`src/rtl/word_seq_ctl.sv`:
```
// Word-time sequencer and instruction issuer for the ARC arithmetic register circuit.
// Runs the system counter, fetches and serializes instructions, and steps the program address.
module word_seq_ctl #(
   parameter int WORD_LEN   = 56,
   parameter int SYNC_FIRST = 45,
   parameter int IS_BITS    = 10,
   parameter int ADR_W      = 8
) (
   input  logic               cph2,
   input  logic               rstb,
   input  logic               run,
   input  logic [IS_BITS-1:0] rom_data,
   input  logic               carry,
   output logic [ADR_W-1:0]   rom_adr,
   output logic [5:0]         sys_cnt,
   output logic               sync,
   output logic               is,
   output logic               word_end
);

   localparam logic [5:0]       CNT_LAST  = 6'(WORD_LEN - 1);
   localparam logic [5:0]       CNT_FETCH = 6'(SYNC_FIRST - 1);
   localparam logic [5:0]       SYNC_LO   = 6'(SYNC_FIRST);
   localparam logic [5:0]       SYNC_HI   = 6'(SYNC_FIRST + IS_BITS - 1);
   localparam int               IDX_W     = $clog2(IS_BITS);
   localparam logic [ADR_W-1:0] ADR_ONE   = {{(ADR_W-1){1'b0}}, 1'b1};

   typedef enum logic [1:0] {
      ACT_HOLD = 2'd0,
      ACT_INCR = 2'd1,
      ACT_JUMP = 2'd2
   } adr_act_e;

   logic [5:0]         cnt_r;
   logic [ADR_W-1:0]   adr_r;
   logic [IS_BITS-1:0] ir_r;
   logic               carry_acc_r;
   logic               carry_prev_r;
   logic               halt_w_r;
   logic               sync_r;
   logic               is_r;
   logic               word_end_r;

   logic [5:0]         cnt_nxt_s;
   logic [ADR_W-1:0]   adr_nxt_s;
   logic [IS_BITS-1:0] ir_nxt_s;
   logic               carry_acc_nxt_s;
   logic               carry_prev_nxt_s;
   logic               halt_w_nxt_s;
   logic               sync_nxt_s;
   logic               is_nxt_s;
   logic               word_end_nxt_s;
   logic               last_s;
   logic [IDX_W-1:0]   bit_idx_s;
   adr_act_e           adr_act_s;

   // Next-state decode: counter, fetch, carry tracking, address decision and look-ahead outputs.
   always_comb begin
      cnt_nxt_s        = 6'd0;
      adr_nxt_s        = adr_r;
      ir_nxt_s         = ir_r;
      carry_acc_nxt_s  = carry_acc_r;
      carry_prev_nxt_s = carry_prev_r;
      halt_w_nxt_s     = halt_w_r;
      sync_nxt_s       = 1'b0;
      is_nxt_s         = 1'b0;
      word_end_nxt_s   = 1'b0;
      bit_idx_s        = {IDX_W{1'b0}};
      adr_act_s        = ACT_HOLD;
      last_s           = (cnt_r == CNT_LAST);

      if (last_s) begin
         cnt_nxt_s = 6'd0;
      end else begin
         cnt_nxt_s = cnt_r + 6'd1;
      end

      if (cnt_r == CNT_FETCH) begin
         if (halt_w_r) begin
            ir_nxt_s = {IS_BITS{1'b0}};
         end else begin
            ir_nxt_s = rom_data;
         end
      end else begin
         ir_nxt_s = ir_r;
      end

      // Carry arriving on the last state still belongs to the word now ending.
      if (last_s) begin
         carry_acc_nxt_s  = 1'b0;
         carry_prev_nxt_s = carry_acc_r | carry;
      end else begin
         carry_acc_nxt_s  = carry_acc_r | carry;
         carry_prev_nxt_s = carry_prev_r;
      end

      // A halted word issued a forced NOP, so resuming re-issues the held address.
      if (last_s) begin
         if (!run) begin
            adr_act_s    = ACT_HOLD;
            halt_w_nxt_s = 1'b1;
         end else begin
            halt_w_nxt_s = 1'b0;
            case (ir_r[1:0])
               2'b01: adr_act_s = ACT_JUMP;
               2'b11: begin
                  if (carry_prev_r) begin
                     adr_act_s = ACT_INCR;
                  end else begin
                     adr_act_s = ACT_JUMP;
                  end
               end
               default: begin
                  if (halt_w_r) begin
                     adr_act_s = ACT_HOLD;
                  end else begin
                     adr_act_s = ACT_INCR;
                  end
               end
            endcase
         end
      end else begin
         adr_act_s    = ACT_HOLD;
         halt_w_nxt_s = halt_w_r;
      end

      case (adr_act_s)
         ACT_JUMP: adr_nxt_s = ir_r[ADR_W+1:2];
         ACT_INCR: adr_nxt_s = adr_r + ADR_ONE;
         default:  adr_nxt_s = adr_r;
      endcase

      // Outputs are registered, so they are decoded from the next counter and ir values.
      sync_nxt_s     = (cnt_nxt_s >= SYNC_LO) && (cnt_nxt_s <= SYNC_HI);
      word_end_nxt_s = (cnt_nxt_s == CNT_LAST);
      bit_idx_s      = IDX_W'(cnt_nxt_s - SYNC_LO);
      if (sync_nxt_s) begin
         is_nxt_s = ir_nxt_s[bit_idx_s];
      end else begin
         is_nxt_s = 1'b0;
      end
   end

   // State and output registers with synchronous active-low reset.
   always_ff @(posedge cph2) begin
      if (!rstb) begin
         cnt_r        <= 6'd0;
         adr_r        <= {ADR_W{1'b0}};
         ir_r         <= {IS_BITS{1'b0}};
         carry_acc_r  <= 1'b0;
         carry_prev_r <= 1'b0;
         halt_w_r     <= 1'b0;
         sync_r       <= 1'b0;
         is_r         <= 1'b0;
         word_end_r   <= 1'b0;
      end else begin
         cnt_r        <= cnt_nxt_s;
         adr_r        <= adr_nxt_s;
         ir_r         <= ir_nxt_s;
         carry_acc_r  <= carry_acc_nxt_s;
         carry_prev_r <= carry_prev_nxt_s;
         halt_w_r     <= halt_w_nxt_s;
         sync_r       <= sync_nxt_s;
         is_r         <= is_nxt_s;
         word_end_r   <= word_end_nxt_s;
      end
   end

   assign rom_adr  = adr_r;
   assign sys_cnt  = cnt_r;
   assign sync     = sync_r;
   assign is       = is_r;
   assign word_end = word_end_r;

endmodule

```
`config.mk`:
```
export PLATFORM = sky130hd
export DESIGN_NAME = word_seq_ctl
export DESIGN_NICKNAME = d
export VERILOG_FILES = /design/src/rtl/word_seq_ctl.sv
export SDC_FILE = /design/constraint.sdc
export NUM_CORES = 1
export LEC_CHECK = 0
export CAP_MARGIN = 15
export CORE_MARGIN = 3
export CORE_UTILIZATION = 53
export DETAILED_ROUTE_END_ITERATION = 7
export PLACE_DENSITY = 0.8
export SKIP_CTS_REPAIR_TIMING = 1
export SLEW_MARGIN = 30
export SYNTH_ARGS = -nofsm -noshare
export SYNTH_HDL_FRONTEND = slang
export SYNTH_SLANG_ARGS = --single-unit
```
`constraint.sdc`:
```
create_clock -name cph2 -period 2.8 [get_ports cph2]
set_input_delay 0.56 -clock cph2 [delete_from_list [all_inputs] [get_ports cph2]]
set_output_delay 0.56 -clock cph2 [all_outputs]
set_load 0.02 [all_outputs]
```
==> results_dict.tcl <==
set metrics [dict create \
    status "finished clean" \
    worstSetupPathType "reg2reg" \
    hold_viol_final 0 \
    setup_ws_ps 345 \
    crit_path_start_kind "flop" \
    grt_max_degree 27 \
    port_buffers 30 \
    cts-root-buf "clkbuf_4" \
    h-tree-depth 2 \
    cts_buffers 5 \
    synthSimpleGateAreaFrac_pct 29.0 \
    clkTransAtPathRegs_ps 100 \
    min_from "ir_r[9]" \
    clk_latency_ps 320 \
    synth_top_family_by_area "simple AND/OR/NAND/NOR gates" \
    multi_input_comb_area_um2 1180 \
    synthToLayoutAreaGrowth_pct 21.9 \
    slew-limit-headroom_pct 65.9 \
    rsz0062_at_grt "false" \
    synthArstFlopShare_pct 0 \
    hp-class "reg2reg" \
    power.density_nw_per_um2 382 \
    synth_fa_ha_area_share_pct 5.30 \
    grt.overflow.total 0 \
    wire_per_inst_um 13.1 \
    synth-xor-area-share_pct 1.39 \
    synth_edf_count 0 \
    syn_nets 249 \
    finalCritPeriodShare_pct 87.7 \
    viasPerCell 5.53 \
    die_w_um 65.7 \
    met2_usage_pct 27.7 \
    met1_usage_pct 28.0 \
    netlist.area_leader.share_pct 31.8 \
    grt_antenna_before_repair 0 \
    synth_seq_cells 30 \
    critical_path.startpoint "sys_cnt[1]" \
    synth_top_area_cell "dfxtp_1" \
    vias 1669 \
    fin_skew_ps 10.7 \
    die_h_um 65.7 \
    route.detailed.drc 0 \
    hold_slack_ps 490 \
    synth_warnings 0 \
    peakVddDrop_uv 305 \
    slew_viol_final 0 \
    detail-route-antenna-nets 0 \
    clk_path_buf_depth 2 \
    tritoncts "built" \
    die_area_um2 4310 \
    gp_congestion 0.894 \
    drt-initial-drc-count 168 \
    netlist-cell-type-count 52 \
    place_ws_ps 349 \
    firstDrtPassIters 4 \
    path_max_fanout 17 \
    synth_compound_area_share_pct 21.3 \
    setup_viol 0 \
    netlist_instances 227 \
    nFillCells 280 \
    end_kind "flop" \
    drt_wl_total_um 3960 \
    grt_busiest_layer "met1" \
    ys.flop_type "dfxtp_1" \
    r2r-start "sys_cnt[1]" \
    synth_common_cells "30 x dfxtp_1, 19 x a21oi_1, 16 x nor2b_1, 13 x nand2_1, 11 x and2_1" \
    fmax_mhz 407 \
    maxCapViolations 0 \
    start_util_pct 55.7 \
    ys_seq_area_share_pct 31.8 \
    core_um2 3390 \
    grt_pass1_wl_um 6520 \
    regArea_um2 601 \
    netlist_area_um2 1890 \
    hpwl_um 2990 \
    leakage_nw 0.870 \
    track_usage_pct 19.3 \
    grt_pass1_vias 1453 \
    n_antenna_cell 0 \
    drive_gt1_share_pct 10.2 \
    cts.sinks 30 \
    syn_area_per_cell_um2 8.32 \
    worst_pin_slew_ps 512 \
    arrival_ps 2670 \
    cp.required_ps 3020 \
    muxShareOfSynthArea_pct 5.70 \
    nNetsFinal 277 \
    tns_ps 0 \
    row_count 21 \
    period_needed_ps 2460 \
    num_io_pins 31 \
    synth_most_common_cell "dfxtp_1" \
    synth_area_leaders "dfxtp_1 32%, ha_1 5.3%, nor2b_1 5.3%, a21oi_1 5.0%, mux2i_1 3.7%" \
    met3_usage_pct 4.44 \
]
==> routing by layer <==
layer,vias to the layer above,part of all wire [%]
li1,862,-
met1,748,50
met2,57,43
met3,2,6.5
met4,0,0.43
met5,-,0
==> worst max-delay path: stages, from the launching register on <==
cell and delay [ps]:
dfxtp_1 340, ha_1 360, and3_4 280, and2_2 240
nand4_1 120, ha_1 580, nor2_1 100, a221oi_1 270
nor2b_1 70
==> cells by family after synthesis <==
logic type	Yosys count
AO/OA/AOI/OAI	60
multiplexers	9
XOR/XNOR	3
AND/OR/NAND/NOR	93
adder cells (fa/ha/maj)	8
buffers and inverters	24
flip-flops	30
==> sequential cells by signal, indices dropped and copies added, names as in the netlist <==
register / cells
carry_acc_r: 1
carry_prev_r: 1
halt_w_r: 1
ir_r: 10
is: 1
rom_adr: 8
sync: 1
sys_cnt: 6
word_end: 1
==> path summary, 6_finish.rpt <==
path                                    to  slack (ps)  cells past startpoint
worst min-delay path               ir_r[9]         490                      2
worst min register to register     ir_r[9]         490                      2
worst max-delay path            rom_adr[0]         340                      8
worst max register to register  rom_adr[0]         340                      8
==> through the flow <==
stage               instances  util (%)  area [µm²]  power (mW)
floorplan                 227         -        1890       0.529
global placement          294      65.6        2220       0.580
detailed placement        294      65.6        2220       0.580
CTS                       302      67.9        2300       0.889
global route              302      67.9        2300       0.925
finish                    302      67.9        2300       0.880
==> layout make-up <==
cell class                 instances  area share, %
clock buffer                       8           3.42
inverter                           8           1.30
multi-input combinational        173           51.4
sequential                        30           26.1
tap                               46           2.50
timing repair buffer              37           15.3
==> cell usage in the layout, fill, tap and decap left out, types with 5 or more instances in the layout <==
cell type,netlist,routed
and2_1,11,11
inv_1,8,8
nor2b_1,16,16
nand2_1,13,13
ha_1,8,8
dfxtp_1,30,30
o22ai_1,5,5
buf_4,1,7
nor2_1,10,10
nand2b_1,5,5
nor3b_1,8,8
clkbuf_4,0,5
clkdlybuf4s50_1,0,30
a21boi_0,5,5
o21ai_0,8,8
a21oi_1,19,19
nor3_1,7,7
mux2i_1,7,7
nand3_1,6,6
==> where the power goes <==
| group | total (mW) | internal (mW) | switching (mW) |
|---|---|---|---|
| Combinational | 0.137 | 0.0677 | 0.0691 |
| Clock | 0.310 | 0.171 | 0.139 |
| Sequential | 0.433 | 0.431 | 0.00226 |
| Total | 0.880 | 0.670 | 0.210 |
Note: power is estimated with default switching activity, not from simulation.
